**src/rtl/tryx_pkg.sv**
```systemverilog
// Shared definitions for the try-x AXI response tracker.
// Optional feature macro: TRYX_RESP_DECERR_EN (treat DECERR as an error too).
package tryx_pkg;

  typedef logic [1:0] axi_resp_t;

  localparam axi_resp_t RespOkay   = 2'b00;
  localparam axi_resp_t RespExOkay = 2'b01;
  localparam axi_resp_t RespSlvErr = 2'b10;
  localparam axi_resp_t RespDecErr = 2'b11;

  // Extract the core-index field from an AXI ID (ID zero-extended to 32 bits).
  function automatic int unsigned id_to_core(input logic [31:0] id,
                                             input int unsigned lsb,
                                             input int unsigned width);
    logic [31:0] mask;
    mask = (32'd1 << width) - 32'd1;
    return (id >> lsb) & mask;
  endfunction

  // Error classification of an AXI response code.
  function automatic logic is_err(input axi_resp_t resp);
`ifdef TRYX_RESP_DECERR_EN
    return resp[1];
`else
    return resp == RespSlvErr;
`endif
  endfunction

endpackage

```
**src/rtl/tryx_outst_cnt.sv**
```systemverilog
// Saturating outstanding-transaction counter with overflow/underflow pulses.
// A simultaneous increment and decrement leaves the count unchanged and flags nothing.
module tryx_outst_cnt #(
  parameter int unsigned MaxCount = 8,
  parameter int unsigned CntW     = $clog2(MaxCount + 1)
) (
  input  logic clk_i,
  input  logic rst_ni,
  input  logic inc_i,
  input  logic dec_i,
  output logic nonzero_o,
  output logic overflow_o,
  output logic underflow_o
);

  logic [CntW-1:0] cnt_q, cnt_d;

  // Next count with saturation at MaxCount and floor at zero.
  always_comb begin
    cnt_d       = cnt_q;
    overflow_o  = 1'b0;
    underflow_o = 1'b0;
    case ({inc_i, dec_i})
      2'b10: begin
        if (cnt_q == CntW'(MaxCount)) overflow_o = 1'b1;
        else                          cnt_d = cnt_q + CntW'(1);
      end
      2'b01: begin
        if (cnt_q == '0) underflow_o = 1'b1;
        else             cnt_d = cnt_q - CntW'(1);
      end
      default: ;
    endcase
  end

  // Count register.
  always_ff @(posedge clk_i or negedge rst_ni) begin
    if (!rst_ni) cnt_q <= '0;
    else         cnt_q <= cnt_d;
  end

  assign nonzero_o = (cnt_q != '0);

endmodule

```
**src/rtl/tryx_resp_tracker.sv**
```systemverilog
// Passive AXI response monitor: maps B responses and completed R bursts back to the
// issuing core by AXI ID, pulses a per-core completion with error flag, tracks
// outstanding transactions and flags overflow / unexpected responses.
// Optional feature macro: TRYX_RESP_DECERR_EN (DECERR also reported as error).
module tryx_resp_tracker
  import tryx_pkg::*;
#(
  parameter int unsigned NB_CORES        = 4,
  parameter int unsigned AXI_ID_WIDTH    = 6,
  parameter int unsigned CORE_ID_LSB     = 0,
  parameter int unsigned MAX_OUTSTANDING = 8
) (
  input  logic                    clk_i,
  input  logic                    rst_ni,
  input  logic                    aw_valid_i,
  input  logic                    aw_ready_i,
  input  logic [AXI_ID_WIDTH-1:0] aw_id_i,
  input  logic                    ar_valid_i,
  input  logic                    ar_ready_i,
  input  logic [AXI_ID_WIDTH-1:0] ar_id_i,
  input  logic                    b_valid_i,
  input  logic                    b_ready_i,
  input  logic [AXI_ID_WIDTH-1:0] b_id_i,
  input  logic [1:0]              b_resp_i,
  input  logic                    r_valid_i,
  input  logic                    r_ready_i,
  input  logic                    r_last_i,
  input  logic [AXI_ID_WIDTH-1:0] r_id_i,
  input  logic [1:0]              r_resp_i,
  output logic [NB_CORES-1:0]     axi_xresp_valid_o,
  output logic [NB_CORES-1:0]     axi_xresp_slverr_o,
  output logic [NB_CORES-1:0]     busy_o,
  output logic [NB_CORES-1:0]     overflow_o,
  output logic [NB_CORES-1:0]     unexpected_o,
  input  logic [NB_CORES-1:0]     clr_flags_i
);

  localparam int unsigned CntW  = $clog2(MAX_OUTSTANDING + 1);
  localparam int unsigned CoreW = $clog2(NB_CORES);

  logic aw_fire, ar_fire, b_fire, r_fire;
  logic b_err, r_err;
  int unsigned aw_core, ar_core, b_core, r_core;

  logic [NB_CORES-1:0] aw_hit, ar_hit, b_hit, r_hit, r_last_hit;
  logic [NB_CORES-1:0] wr_nz, rd_nz, wr_ovf, rd_ovf, wr_unf, rd_unf;
  logic [NB_CORES-1:0] cmpl_valid, cmpl_err;
  logic [NB_CORES-1:0] rd_acc_q, rd_acc_d;
  logic [NB_CORES-1:0] xvalid_q, xerr_q;
  logic [NB_CORES-1:0] overflow_q, overflow_d;
  logic [NB_CORES-1:0] unexpected_q, unexpected_d;

  assign aw_fire = aw_valid_i & aw_ready_i;
  assign ar_fire = ar_valid_i & ar_ready_i;
  assign b_fire  = b_valid_i & b_ready_i;
  assign r_fire  = r_valid_i & r_ready_i;

  assign aw_core = id_to_core(32'(aw_id_i), CORE_ID_LSB, CoreW);
  assign ar_core = id_to_core(32'(ar_id_i), CORE_ID_LSB, CoreW);
  assign b_core  = id_to_core(32'(b_id_i), CORE_ID_LSB, CoreW);
  assign r_core  = id_to_core(32'(r_id_i), CORE_ID_LSB, CoreW);

  assign b_err = is_err(b_resp_i);
  assign r_err = is_err(r_resp_i);

  // Decode handshakes to per-core hits; out-of-range core indices match no core.
  always_comb begin
    aw_hit     = '0;
    ar_hit     = '0;
    b_hit      = '0;
    r_hit      = '0;
    r_last_hit = '0;
    for (int unsigned c = 0; c < NB_CORES; c++) begin
      aw_hit[c]     = aw_fire & (aw_core == c);
      ar_hit[c]     = ar_fire & (ar_core == c);
      b_hit[c]      = b_fire & (b_core == c);
      r_hit[c]      = r_fire & (r_core == c);
      r_last_hit[c] = r_hit[c] & r_last_i;
    end
  end

  // Read error accumulation and merged B / R-last completion per core.
  always_comb begin
    rd_acc_d   = rd_acc_q;
    cmpl_valid = b_hit | r_last_hit;
    cmpl_err   = '0;
    for (int unsigned c = 0; c < NB_CORES; c++) begin
      if (r_hit[c]) rd_acc_d[c] = r_last_i ? 1'b0 : (rd_acc_q[c] | r_err);
      cmpl_err[c] = (b_hit[c] & b_err) | (r_last_hit[c] & (rd_acc_q[c] | r_err));
    end
  end

  // Sticky flags; a new event in the same cycle as a clear wins.
  always_comb begin
    overflow_d   = (wr_ovf | rd_ovf) | (overflow_q & ~clr_flags_i);
    unexpected_d = (wr_unf | rd_unf) | (unexpected_q & ~clr_flags_i);
  end

  for (genvar c = 0; c < NB_CORES; c++) begin : g_core
    tryx_outst_cnt #(
      .MaxCount(MAX_OUTSTANDING),
      .CntW    (CntW)
    ) u_wr_cnt (
      .clk_i      (clk_i),
      .rst_ni     (rst_ni),
      .inc_i      (aw_hit[c]),
      .dec_i      (b_hit[c]),
      .nonzero_o  (wr_nz[c]),
      .overflow_o (wr_ovf[c]),
      .underflow_o(wr_unf[c])
    );

    tryx_outst_cnt #(
      .MaxCount(MAX_OUTSTANDING),
      .CntW    (CntW)
    ) u_rd_cnt (
      .clk_i      (clk_i),
      .rst_ni     (rst_ni),
      .inc_i      (ar_hit[c]),
      .dec_i      (r_last_hit[c]),
      .nonzero_o  (rd_nz[c]),
      .overflow_o (rd_ovf[c]),
      .underflow_o(rd_unf[c])
    );
  end

  // State registers: accumulators, completion pulse, sticky flags.
  always_ff @(posedge clk_i or negedge rst_ni) begin
    if (!rst_ni) begin
      rd_acc_q     <= '0;
      xvalid_q     <= '0;
      xerr_q       <= '0;
      overflow_q   <= '0;
      unexpected_q <= '0;
    end else begin
      rd_acc_q     <= rd_acc_d;
      xvalid_q     <= cmpl_valid;
      xerr_q       <= cmpl_err;
      overflow_q   <= overflow_d;
      unexpected_q <= unexpected_d;
    end
  end

  assign axi_xresp_valid_o  = xvalid_q;
  assign axi_xresp_slverr_o = xerr_q;
  assign busy_o             = wr_nz | rd_nz;
  assign overflow_o         = overflow_q;
  assign unexpected_o       = unexpected_q;

endmodule

```
**config.mk**
```make
export PLATFORM = sky130hd
export DESIGN_NAME = tryx_resp_tracker
export DESIGN_NICKNAME = d
export VERILOG_FILES = /design/src/rtl/tryx_pkg.sv /design/src/rtl/tryx_outst_cnt.sv /design/src/rtl/tryx_resp_tracker.sv
export SDC_FILE = /design/constraint.sdc
export NUM_CORES = 1
export LEC_CHECK = 0
export BUFFER_PORTS_ARGS = -buffer_cell sky130_fd_sc_hd__buf_2
export CAP_MARGIN = 30
export CORE_ASPECT_RATIO = 0.75
export CORE_MARGIN = 2
export CORE_UTILIZATION = 33
export CTS_BUF_LIST = sky130_fd_sc_hd__clkbuf_8
export CTS_CLUSTER_DIAMETER = 200
export CTS_CLUSTER_SIZE = 25
export DETAILED_ROUTE_END_ITERATION = 7
export GPL_TIMING_DRIVEN = 0
export PLACE_DENSITY = 0.56
export SLEW_MARGIN = 20
export SYNTH_ARGS = -nofsm -noshare
export SYNTH_HDL_FRONTEND = slang
export SYNTH_HIERARCHICAL = 1
export SYNTH_SLANG_ARGS = --single-unit
```
**constraint.sdc**
```tcl
create_clock -name clk_i -period 3.5 [get_ports clk_i]
set_input_delay 0.875 -clock clk_i [delete_from_list [all_inputs] [get_ports clk_i]]
set_output_delay 0.875 -clock clk_i [all_outputs]
set_load 0.005 [all_outputs]
```
=== Word level (Yosys, flattened, before mapping) ===
Index checks and enable logic that the tools add are counted.

* Bits in registers: 52
* Input port bits: 43
* Output and inout port bits: 20

* Add/subtract/negate cells: 16
* Equality and inequality tests: 54
* Muxes and demuxes: 60
* Bitwise operators: 49
* Reduce and logical (&&, ||, !) cells: 36

{| class="wikitable"
|+ Operator list
! kind !! count
|-
| zero test 32 bit || 4
|-
| two-way mux 4 bit || 16
|-
| one-hot mux 4 bit (2 select lines) || 8
|-
| equality test 2 bit, second input constant || 18
|-
| two-way mux 1 bit || 36
|-
| adder 4 x 1 -> 4 bit, second input constant || 8
|-
| AND 1 bit || 32
|-
| equality test 4 bit, second input constant || 8
|-
| zero test 4 bit || 8
|-
| inequality test 2 bit, second input constant || 16
|-
| nonzero test 4 bit || 8
|-
| subtractor 4 x 1 -> 4 bit, second input constant || 8
|-
| equality test 2 x 1 -> 1 bit, second input constant || 12
|-
| OR 4 bit || 6
|-
| AND reduction 3 bit || 8
|-
| nonzero test 2 bit || 8
|-
| AND 4 bit || 2
|-
| OR 1 bit || 8
|-
| NOT 4 bit || 1
|}

=== Depth between registers and ports, before layout ===
Gate-level depths: netlist of the first run.

* Depth in word-level cells: 7
* Gate-level depth with buffers: 10
* Gate-level depth less buffers: 10

=== Hierarchy ===
Netlist of the first run, hierarchy kept.

{| class="wikitable"
|+ Modules (own cells, without submodules)
! module !! times used !! cells an instance !! area an instance (um2) !! sequential area each (um2)
|-
| tryx_outst_cnt || 8 || 38 || 344.1 || 100.1
|-
| tryx_resp_tracker || 1 || 106 || 913.4 || 500.5
|}

=== Worst setup path after synthesis of the first run ===
Ideal clock, no wire load.

* Path kind: input -> register
* From: in b_id_i[1]
* To: reg g_core[0].u_wr_cnt.cnt_q[2]
* Setup time: 0.135 ns
* Arrival time: 2.299 ns
* Required time: 3.365 ns
* Setup slack: 1.067 ns
* Stages on the path: 9
* Buffers on the path: 0
* Cell sequence: or3_4 inv_1 nand2b_4 xnor2_1 ha_1 o21ai_0 o21ai_0 o211ai_1 nand4_1

* Longest elaborated chain between the ends: 5

{| class="wikitable"
|+ Ends and longest elaborated chain
! what !! RTL line !! text
|-
| from (decl) || tryx_resp_tracker.sv:23 || <nowiki>input logic [AXI_ID_WIDTH-1:0] b_id_i,</nowiki>
|-
| zero test 32 bit (*) || tryx_resp_tracker.sv:76 || <nowiki>b_hit[c] = b_fire & (b_core == c);</nowiki>
|-
| AND 1 bit (*) || tryx_resp_tracker.sv:76 ||
|-
| named net b_hit[0] || tryx_resp_tracker.sv:45 || <nowiki>logic [NB_CORES-1:0] aw_hit, ar_hit, b_hit, r_hit, r_last_hit;</nowiki>
|-
| equality test 2 x 1 -> 1 bit or equality test 2 bit (tied branches) || tryx_outst_cnt.sv:23 || <nowiki>case ({inc_i, dec_i})</nowiki>
|-
| inequality test 2 bit (no line) or nonzero test 2 bit (tied branches) || - ||
|-
| AND reduction 3 bit (no line) || - ||
|-
| to (signal assigned) || tryx_outst_cnt.sv:39 || <nowiki>else cnt_q <= cnt_d;</nowiki>
|-
| to (decl) || tryx_outst_cnt.sv:16 || <nowiki>logic [CntW-1:0] cnt_q, cnt_d;</nowiki>
|}

The timed path passes the listed nets; every way through them passes the cells marked *.
A chain may end at the register's enable or synchronous reset.

=== Worst setup path in the final report of the first run ===
* From: reg g_core[2].u_rd_cnt.cnt_q[1]
* To: out busy_o[2]

* Longest elaborated chain between the ends: 2

{| class="wikitable"
|+ Ends and longest elaborated chain
! what !! RTL line !! text
|-
| from (decl) || tryx_outst_cnt.sv:16 ||
|-
| from (signal assigned) || tryx_outst_cnt.sv:39 ||
|-
| nonzero test 4 bit || tryx_outst_cnt.sv:42 || <nowiki>assign nonzero_o = (cnt_q != '0);</nowiki>
|-
| named net rd_nz[2] || tryx_resp_tracker.sv:46 || <nowiki>logic [NB_CORES-1:0] wr_nz, rd_nz, wr_ovf, rd_ovf, wr_unf, rd_unf;</nowiki>
|-
| OR 4 bit || tryx_resp_tracker.sv:146 || <nowiki>assign busy_o = wr_nz | rd_nz;</nowiki>
|-
| to (decl) || tryx_resp_tracker.sv:32 || <nowiki>output logic [NB_CORES-1:0] busy_o,</nowiki>
|}

The timed path passes the listed nets, and every way through them passes these cells.

==> impl_metrics.env, run 1 <==
export IMPL_wl_per_cell_um=13.1
export IMPL_syn_nets=461
export IMPL_ys_async_sr_fraction_pct=100
export IMPL_io_pins=63
export IMPL_power_density_nw_per_um2=584
export IMPL_clockBufferDepth=2
export IMPL_r2r_cells=6
export IMPL_ys_flop_type="dfrtp_1"
export IMPL_synth_area_um2=3670
export IMPL_slew_headroom_pct=52.8
export IMPL_cpMaxStageDelayCell="dfrtp_1"
export IMPL_worst_path_buf_inv=1
export IMPL_cp_required_ps=2620
export IMPL_grt_total_usage_pct=13.8
export IMPL_globalplace_congestion=0.803
export IMPL_core_area_um2=10900
export IMPL_clock_sinks=52
export IMPL_grt_max_degree=53
export IMPL_status="completed"
export IMPL_yosysWarnings=6
export IMPL_pre_cts_ws_ps=579
export IMPL_crit_type="register to output pin"
export IMPL_drv_cap=0
export IMPL_cellLeakagePower_nw=1.83
export IMPL_reg2reg_to="g_core[0].u_wr_cnt/cnt_q[2]"
export IMPL_hold_class="register to register"
export IMPL_wl_mm=7.92
export IMPL_insertion_delay_ps=300
export IMPL_initial_utilization_pct=33.8
export IMPL_synth_edf_count=0
export IMPL_dieArea_um2=12000
export IMPL_die_w_um=126
export IMPL_syn_to_final_growth_pct=13.7
export IMPL_finalClockSkew_ps=4.19
export IMPL_whs_path_depth=2
export IMPL_h_tree_depth=2
export IMPL_cts_root_buffer="clkbuf_8"
export IMPL_synth_area_top_cells="dfrtp_1 (35%), a2bb2oi_4 (5.7%), nor2_1 (5.5%)"
export IMPL_fin_ws_ps=750
export IMPL_die_height_um=95.3
export IMPL_post_cts_buffers=0
export IMPL_worst_hold_slack_ps=510
export IMPL_max_freq_mhz=364
export IMPL_synth_top_area_cell="dfrtp_1"
export IMPL_setup_viol=0
export IMPL_diodes=0
export IMPL_cts_resized=0
export IMPL_fillCellCount=1110
export IMPL_crit_arrival_ps=1870
export IMPL_synth_cells=410
export IMPL_grt_pass1_vias=2861
export IMPL_vias=3023
export IMPL_grt_pass1_wl_mm=13.4
export IMPL_critPathMaxStageDelay_ps=470
export IMPL_tns_ps=0
export IMPL_rsz0062_at_grt="false"
export IMPL_fin_nets=514
export IMPL_synth_cell_types=35
export IMPL_port_buffers=46
export IMPL_synth_seq_area_share_pct=35.5
export IMPL_hp_start="rd_acc_q[1]"
export IMPL_cp_max_fo=7
export IMPL_cts_hold_fix_buffers=0
export IMPL_min_period_ps=2750
export IMPL_rrSetupSlack_ps=1850
export IMPL_finalHoldViolations=0
export IMPL_avgSynthCellArea_um2=8.94
export IMPL_worstSetupStartpointType="register"
export IMPL_drt_iter0_markers=170
export IMPL_cp_cell_sequence="or3_4, or2_2, or2_1, buf_2"
export IMPL_slew_violations=0
export IMPL_vias_per_cell=5.00
export IMPL_synthTopCellsByCount="nor2_1 (54), dfrtp_1 (52), nand2_1 (41)"
export IMPL_tightest_slew_ps=708
export IMPL_cp_top_family="simple AND/OR/NAND/NOR gates"
export IMPL_rows=33
export IMPL_finalCritPeriodShare_pct=78.6
export IMPL_synth_seq_cells=52
export IMPL_hpwlAfterDp_mm=6.00
export IMPL_post_synth_top_count_cell="nor2_1"
export IMPL_antenna_found_initial=0
export IMPL_end_kind="output pin"
export IMPL_cts_tree="yes"
export IMPL_ir_drop_uv=189
export IMPL_drive_gt1_share_pct=26.1
export IMPL_hold_end="rd_acc_q[1]"
export IMPL_cts_buffers=5
export IMPL_netlist_area_leader_share_pct=35.5
export IMPL_ant_nets=0
export IMPL_rr_startpoint="g_core[0].u_wr_cnt/cnt_q[1]"
export IMPL_grt_ovfl_total=0
export IMPL_firstDrtPassIters=4
export IMPL_clk_pin_slew_ps=100
export IMPL_post_layout_total_power_mw=2.43
export IMPL_drc=0
[worst max-delay path by stage]
stage,depth (start not counted),slack (ps),from,end
2_1_floorplan,9,1070,b_id_i[1],g_core[0].u_wr_cnt/cnt_q[2]
3_3_place_gp,11,740,aw_id_i[0],g_core[1].u_wr_cnt/cnt_q[2]
3_5_place_dp,10,580,b_id_i[1],g_core[0].u_wr_cnt/cnt_q[2]
4_1_cts,4,730,g_core[3].u_rd_cnt/cnt_q[1],busy_o[3]
5_1_grt,4,670,g_core[1].u_rd_cnt/cnt_q[1],busy_o[1]
6_report,4,750,g_core[2].u_rd_cnt/cnt_q[1],busy_o[2]
[power breakdown]
part | internal (mW) | switching, mW
Sequential | 0.753 | 0.196
Clock | 0.159 | 0.206
Combinational | 0.618 | 0.500
Total | 1.53 | 0.902
[logic make-up (layout without fill, tap and decap cells)]
logic type	count (synthesis)	in the layout	share of synthesized area (%)
adder cells (fa/ha/maj)	8	8	2.73
multiplexers	8	8	3.28
flip-flops	52	52	35.5
buffers and inverters	41	95	5.29
AND/OR/NAND/NOR	204	204	30.8
AO/OA/AOI/OAI	65	65	14.7
XOR/XNOR	32	32	7.64
[state kept, by name (all words and copies together) (netlist names)]
signal,count
g_core.u_rd_cnt/cnt_q,16
g_core.u_wr_cnt/cnt_q,16
axi_xresp_slverr_o,4
axi_xresp_valid_o,4
overflow_o,4
rd_acc_q,4
unexpected_o,4
[metrics by stage]
step                instances  util, %  cell area, um^2
global placement          596     37.5             4070
detailed placement        596     37.5             4070
floorplan                 410        -             3670
global route              604     38.4             4170
finish                    604     38.4             4170
CTS                       604     38.4             4170
[cell type report]
| type | count | area [um^2] | area share (%) |
|---|---|---|---|
| clock buffer | 6 | 82.6 | 1.98 |
| sequential | 52 | 1300 | 31.2 |
| inverter | 25 | 93.8 | 2.25 |
| clock inverter | 2 | 10.0 | 0.240 |
| multi-input combinational | 317 | 2170 | 52.1 |
| buffer | 16 | 100 | 2.40 |
| tap | 140 | 175 | 4.20 |
| timing repair buffer | 46 | 233 | 5.59 |
[tightest hold or removal path, stage by stage (launching register included)]
cell and delay [ps]:
dfrtp_1 360, a21oi_1 50, nor2_1 70
[placed cells by master (no fill, tap or decap), types with 9 or more instances in the layout]
master	Yosys	routed
nand3_1	20	20
xor2_1	16	16
o21ai_0	21	21
buf_4	8	9
or3_4	9	9
nand4_1	9	9
nor2b_1	11	11
a31oi_1	9	9
xnor2_1	16	16
dfrtp_1	52	52
inv_1	24	24
nor3_1	12	12
buf_2	0	45
a21oi_1	11	11
nor2_1	54	54
nand2_1	41	41
[layer usage]
layer | GRT usage [%] | up-vias | part of all wire [%]
met5 | 0 | - | 0
met4 | 3.61 | 0 | 1.0
met3 | 2.97 | 6 | 3.2
met2 | 23.5 | 45 | 48
li1 | - | 1520 | -
met1 | 18.0 | 1452 | 48
Power figures use the tool's default switching activity.
==> inputs of run 2 (changes only) <==
==> constraint.sdc (replaced) <==
create_clock -name clk_i -period 2.54 [get_ports clk_i]
set_input_delay 0.635 -clock clk_i [delete_from_list [all_inputs] [get_ports clk_i]]
set_output_delay 0.635 -clock clk_i [all_outputs]
set_load 0.005 [all_outputs]
==> run 2 against run 1 <==
Critical endpoint unchanged. Power grew 43%. Final area grew 1.5%. Die area is the same. Combinational power grew 47%. Count of clock-buffer cells in the layout is the same. Non-clock buffer count grew 5. Worst setup slack lost 680 ps.
==> impl_metrics.env, run 2 (synthesized netlist as in run 1, its figures left out) <==
export IMPL_cts_hold_fix_buffers=0
export IMPL_grt_pass1_wl_mm=13.4
export IMPL_grt_ovfl_total=0
export IMPL_cts_root_buffer="clkbuf_8"
export IMPL_finalHoldViolations=0
export IMPL_globalplace_congestion=0.803
export IMPL_crit_type="register to output pin"
export IMPL_diodes=0
export IMPL_cpMaxStageDelayCell="dfrtp_1"
export IMPL_grt_total_usage_pct=13.8
export IMPL_die_height_um=95.3
export IMPL_critPathMaxStageDelay_ps=370
export IMPL_vias=3064
export IMPL_setup_viol=0
export IMPL_rsz0062_at_grt="false"
export IMPL_drc=0
export IMPL_syn_to_final_growth_pct=15.4
export IMPL_fin_util_pct=39.0
export IMPL_cp_cell_sequence="buf_4, or3_4, or2_2, or2_1, buf_2"
export IMPL_wl_per_cell_um=13.1
export IMPL_antenna_found_initial=0
export IMPL_insertion_delay_ps=310
export IMPL_reg_largest_list="g_core.u_rd_cnt/cnt_q x16, g_core.u_wr_cnt/cnt_q x16"
export IMPL_slew_violations=0
export IMPL_cellLeakagePower_nw=1.86
export IMPL_worstSetupStartpointType="register"
export IMPL_mostFrequentLayoutCells="nor2_1 (54), dfrtp_1 (46), buf_2 (45)"
export IMPL_drive_gt1_share_pct=28.1
export IMPL_tightest_slew_ps=706
export IMPL_regArea_um2=1310
export IMPL_dieArea_um2=12000
export IMPL_finalCritPeriodShare_pct=97.4
export IMPL_fillCellCount=1106
export IMPL_clockBufferDepth=2
export IMPL_core_area_um2=10900
export IMPL_final_common_cell="nor2_1"
export IMPL_max_freq_mhz=404
export IMPL_die_w_um=126
export IMPL_multi_input_area_um2=2180
export IMPL_cp_max_fo=9
export IMPL_io_pins=63
export IMPL_firstDrtPassIters=4
export IMPL_rrSetupSlack_ps=890
export IMPL_crit_arrival_ps=1840
export IMPL_power_density_nw_per_um2=819
export IMPL_drt_iter0_markers=145
export IMPL_ant_nets=0
export IMPL_initial_utilization_pct=33.8
export IMPL_drv_cap=0
export IMPL_ir_drop_uv=271
export IMPL_grt_pass1_vias=2861
export IMPL_worst_hold_slack_ps=359
export IMPL_reg2reg_to="g_core[0].u_wr_cnt/cnt_q[2]"
export IMPL_wl_mm=7.98
export IMPL_hold_class="input pin to async pin"
export IMPL_hpwlAfterDp_mm=6.00
export IMPL_r2r_cells=6
export IMPL_slew_headroom_pct=52.9
export IMPL_cts_buffers=5
export IMPL_cts_tree="yes"
export IMPL_fin_nets=519
export IMPL_rr_startpoint="g_core[0].u_wr_cnt/cnt_q[1]"
export IMPL_cp_required_ps=1900
export IMPL_min_period_ps=2470
export IMPL_tns_ps=0
export IMPL_rows=33
export IMPL_end_kind="output pin"
export IMPL_clk_pin_slew_ps=100
export IMPL_dpl_cell_area_um2=4070
export IMPL_h_tree_depth=2
export IMPL_status="completed"
export IMPL_port_buffers=46
export IMPL_clock_sinks=52
export IMPL_final_area_um2=4230
export IMPL_grt_max_degree=53
export IMPL_vias_per_cell=5.03
export IMPL_finalClockSkew_ps=4.19
-- run 2: cell count changes in the layout (fill, tap and decap cells not counted), sizes merged --
cell	before	now
buf	54	59
-- run 2: critical path: cells and delay by family, from the launching register on --
| kind | cells | cell delay (ps) |
|---|---|---|
| simple gates | 3 | 870 |
| flops | 1 | 370 |
| buf+inv | 2 | 290 |
-- run 2: how the worst max path moves through the flow --
stage                           startpoint  slack (ps)  depth (start not counted)                          end
5_1_grt        g_core[0].u_wr_cnt/cnt_q[1]           1                          4                    busy_o[0]
4_1_cts        g_core[3].u_rd_cnt/cnt_q[1]           9                          4                    busy_o[3]
3_3_place_gp                    aw_id_i[0]          20                         11  g_core[1].u_wr_cnt/cnt_q[2]
6_report       g_core[2].u_wr_cnt/cnt_q[2]          70                          5                    busy_o[2]
3_5_place_dp                     b_id_i[1]        -140                         10  g_core[0].u_wr_cnt/cnt_q[2]
2_1_floorplan                    b_id_i[1]         350                          9  g_core[0].u_wr_cnt/cnt_q[2]
-- run 2: power breakdown --
part | switching (mW) | internal, mW | leakage [nW]
Sequential | 0.269 | 1.05 | 0.676
Combinational | 0.713 | 0.933 | 1.13
Clock | 0.285 | 0.219 | 0.0510
-- run 2: area by class of cell --
cell class / count / area share [%]
Sequential cell: 52 / 30.9
Multi-Input combinational cell: 317 / 51.5
Clock inverter: 2 / 0.237
Inverter: 25 / 2.22
Tap cell: 140 / 4.14
Clock buffer: 6 / 1.95
Buffer: 16 / 2.63
Timing Repair Buffer: 51 / 6.39
-- run 2: timing repair --
item,CTS,global route
resized for setup,0,12
endpoints found under the setup margin,0,4
setup buffers,0,5
-- run 2: layer usage --
| metal | share of wire, % | GRT usage, % |
|---|---|---|
| met3 | 3.5 | 2.97 |
| met1 | 47 | 18.0 |
| met2 | 48 | 23.5 |
| met4 | 1.2 | 3.61 |
| met5 | 0 | 0 |
-- run 2: through the flow --
stage,power (mW),cells,setup slack (ps)
after floorplan,2.54,410,347
after global placement,2.78,596,21.6
after detailed placement,2.87,596,-141
after CTS,3.39,604,8.71
after global routing,3.74,609,1.03
final,3.47,609,66.1
==> inputs of run 3 (changes only) <==
--- a/config.mk
+++ b/config.mk
@@ -9,13 +9,13 @@
 export CAP_MARGIN = 30
 export CORE_ASPECT_RATIO = 0.75
 export CORE_MARGIN = 2
-export CORE_UTILIZATION = 33
+export CORE_UTILIZATION = 50
 export CTS_BUF_LIST = sky130_fd_sc_hd__clkbuf_8
 export CTS_CLUSTER_DIAMETER = 200
 export CTS_CLUSTER_SIZE = 25
 export DETAILED_ROUTE_END_ITERATION = 7
 export GPL_TIMING_DRIVEN = 0
-export PLACE_DENSITY = 0.56
+export PLACE_DENSITY = 0.76
 export SLEW_MARGIN = 20
 export SYNTH_ARGS = -nofsm -noshare
 export SYNTH_HDL_FRONTEND = slang
==> run 3 against run 2 <==
Hold slack got worse by 7.9 ps. Clock power down 9.1%. Register-to-register slack about the same. Sequential cell count unchanged. Count of clock-buffer cells in the layout shrank 1. Final area is 2.0% lower. Critical endpoint is now busy_o[0]. Largest power group unchanged.
==> impl_metrics.env, run 3 (synthesized netlist as in run 1, its figures left out) <==
export IMPL_grt_pass1_wl_mm=12.4
export IMPL_fillCellCount=645
export IMPL_h_tree_depth=2
export IMPL_rows=26
export IMPL_drive_gt1_share_pct=27.7
export IMPL_status="completed"
export IMPL_p_comb_share_pct=47.5
export IMPL_final_common_cell="nor2_1"
export IMPL_hold_class="input pin to async pin"
export IMPL_firstDrtPassIters=4
export IMPL_p_clk_share_pct=13.5
export IMPL_rrSetupSlack_ps=890
export IMPL_vias=3006
export IMPL_swShare_pct=36.8
export IMPL_post_layout_total_power_mw=3.39
export IMPL_grt_total_usage_pct=19.2
export IMPL_setup_viol=0
export IMPL_syn_to_final_growth_pct=13.1
export IMPL_worstSetupStartpointType="register"
export IMPL_core_area_um2=6960
export IMPL_grt_max_degree=53
export IMPL_r2r_cells=5
export IMPL_fin_nets=517
export IMPL_grt_ovfl_total=0
export IMPL_cts_root_buffer="clkbuf_8"
export IMPL_finalHoldViolations=0
export IMPL_final_area_um2=4150
export IMPL_power_density_nw_per_um2=818
export IMPL_fin_ws_ps=65.1
export IMPL_dpl_cell_area_um2=4020
export IMPL_globalplace_congestion=0.833
export IMPL_diodes=0
export IMPL_reg2reg_to="g_core[2].u_rd_cnt/cnt_q[1]"
export IMPL_post_place_cells=554
export IMPL_ir_drop_uv=403
export IMPL_ant_nets=0
export IMPL_cp_max_fo=7
export IMPL_clockBufferDepth=2
export IMPL_reg_largest_list="g_core.u_rd_cnt/cnt_q x16, g_core.u_wr_cnt/cnt_q x16"
export IMPL_finalClockSkew_ps=4.93
export IMPL_cts_tree="yes"
export IMPL_mostFrequentLayoutCells="nor2_1 (54), dfrtp_1 (45), buf_2 (45)"
export IMPL_min_period_ps=2470
export IMPL_crit_type="register to output pin"
export IMPL_wl_per_cell_um=13.4
export IMPL_cts_buffers=5
export IMPL_end_kind="output pin"
export IMPL_finalCritPeriodShare_pct=97.4
export IMPL_tightest_slew_ps=671
export IMPL_drv_cap=0
export IMPL_drc=0
export IMPL_initial_utilization_pct=52.7
export IMPL_clock_sinks=52
export IMPL_cellLeakagePower_nw=1.84
export IMPL_rr_startpoint="g_core[2].u_rd_cnt/cnt_q[2]"
export IMPL_io_pins=63
export IMPL_clk_pin_slew_ps=90
export IMPL_final_cells=564
export IMPL_port_buffers=46
export IMPL_antenna_found_initial=0
export IMPL_switchingPower_mw=1.25
export IMPL_cp_required_ps=1900
export IMPL_vias_per_cell=5.33
export IMPL_slew_headroom_pct=55.3
export IMPL_pre_cts_ws_ps=-43.2
export IMPL_pwr_share_seq_pct=39.0
export IMPL_drt_iter0_markers=105
export IMPL_dieArea_um2=8040
export IMPL_grt_pass1_vias=2731
export IMPL_insertion_delay_ps=310
export IMPL_cts_hold_fix_buffers=0
export IMPL_hpwlAfterDp_mm=5.61
export IMPL_slew_violations=0
export IMPL_max_freq_mhz=404
export IMPL_wl_mm=7.54
export IMPL_p_int_mw=2.14
export IMPL_die_height_um=78.2
export IMPL_die_w_um=103
export IMPL_crit_arrival_ps=1840
## run 3: through the flow
| step | hold slack (ps) | TNS (ps) | utilization [%] |
|---|---|---|---|
| after floorplan | 339 | 0 | - |
| after global placement | 478 | 0 | 57.7 |
| after detailed placement | 494 | -43.2 | 57.8 |
| after CTS | 379 | 0 | 58.9 |
| after global routing | 407 | -0.344 | 59.6 |
| final | 351 | 0 | 59.6 |
## run 3: power groups by stage
stage	clock network (mW)	registers (mW)	logic [mW]
global placement	0	1.30	1.47
floorplan	0	1.26	1.28
global route	0.511	1.36	1.78
finish	0.458	1.32	1.61
CTS	0.476	1.30	1.55
detailed placement	0	1.32	1.54
## run 3: layer usage
layer / vias up / GRT usage, % / wire, um
li1: 1514 / - / -
met1: 1425 / 26.5 / 3590
met2: 57 / 30.5 / 3540
met3: 10 / 3.12 / 284
met4: 0 / 6.58 / 121
met5: - / 0 / 0
## run 3: final cells by class
type | count | area (um^2) | area share (%)
Sequential cell | 52 | 1310 | 31.6
Tap cell | 98 | 123 | 2.96
Inverter | 25 | 93.8 | 2.26
Multi-Input combinational cell | 317 | 2180 | 52.5
Clock buffer | 5 | 68.8 | 1.66
Buffer | 15 | 104 | 2.50
Clock inverter | 2 | 8.76 | 0.211
Timing Repair Buffer | 50 | 263 | 6.34
## run 3: repair_timing
action | CTS | global route
buffers inserted | 0 | 4
endpoints found under the setup margin | 0 | 4
gates resized for setup | 0 | 12
hold endpoints to repair | 0 | 0
## run 3: worst max-delay path, cell delays in order (launching register included)
cell     delay, ps
dfrtp_2        460
or3_4          430
or2_2          300
or2_1          220
buf_2          120
## run 3: how the worst max path moves through the flow
stage / from / endpoint / slack [ps] / cells after the start
after global routing: g_core[3].u_rd_cnt/cnt_q[1] / busy_o[3] / -0.3 / 4
after global placement: b_id_i[1] / g_core[0].u_wr_cnt/cnt_q[2] / 70 / 10
after detailed placement: b_id_i[1] / g_core[0].u_wr_cnt/cnt_q[2] / -40 / 10
after CTS: g_core[2].u_rd_cnt/cnt_q[1] / busy_o[2] / 20 / 4
after floorplan: b_id_i[1] / g_core[0].u_wr_cnt/cnt_q[2] / 350 / 9
final: g_core[0].u_rd_cnt/cnt_q[1] / busy_o[0] / 70 / 4
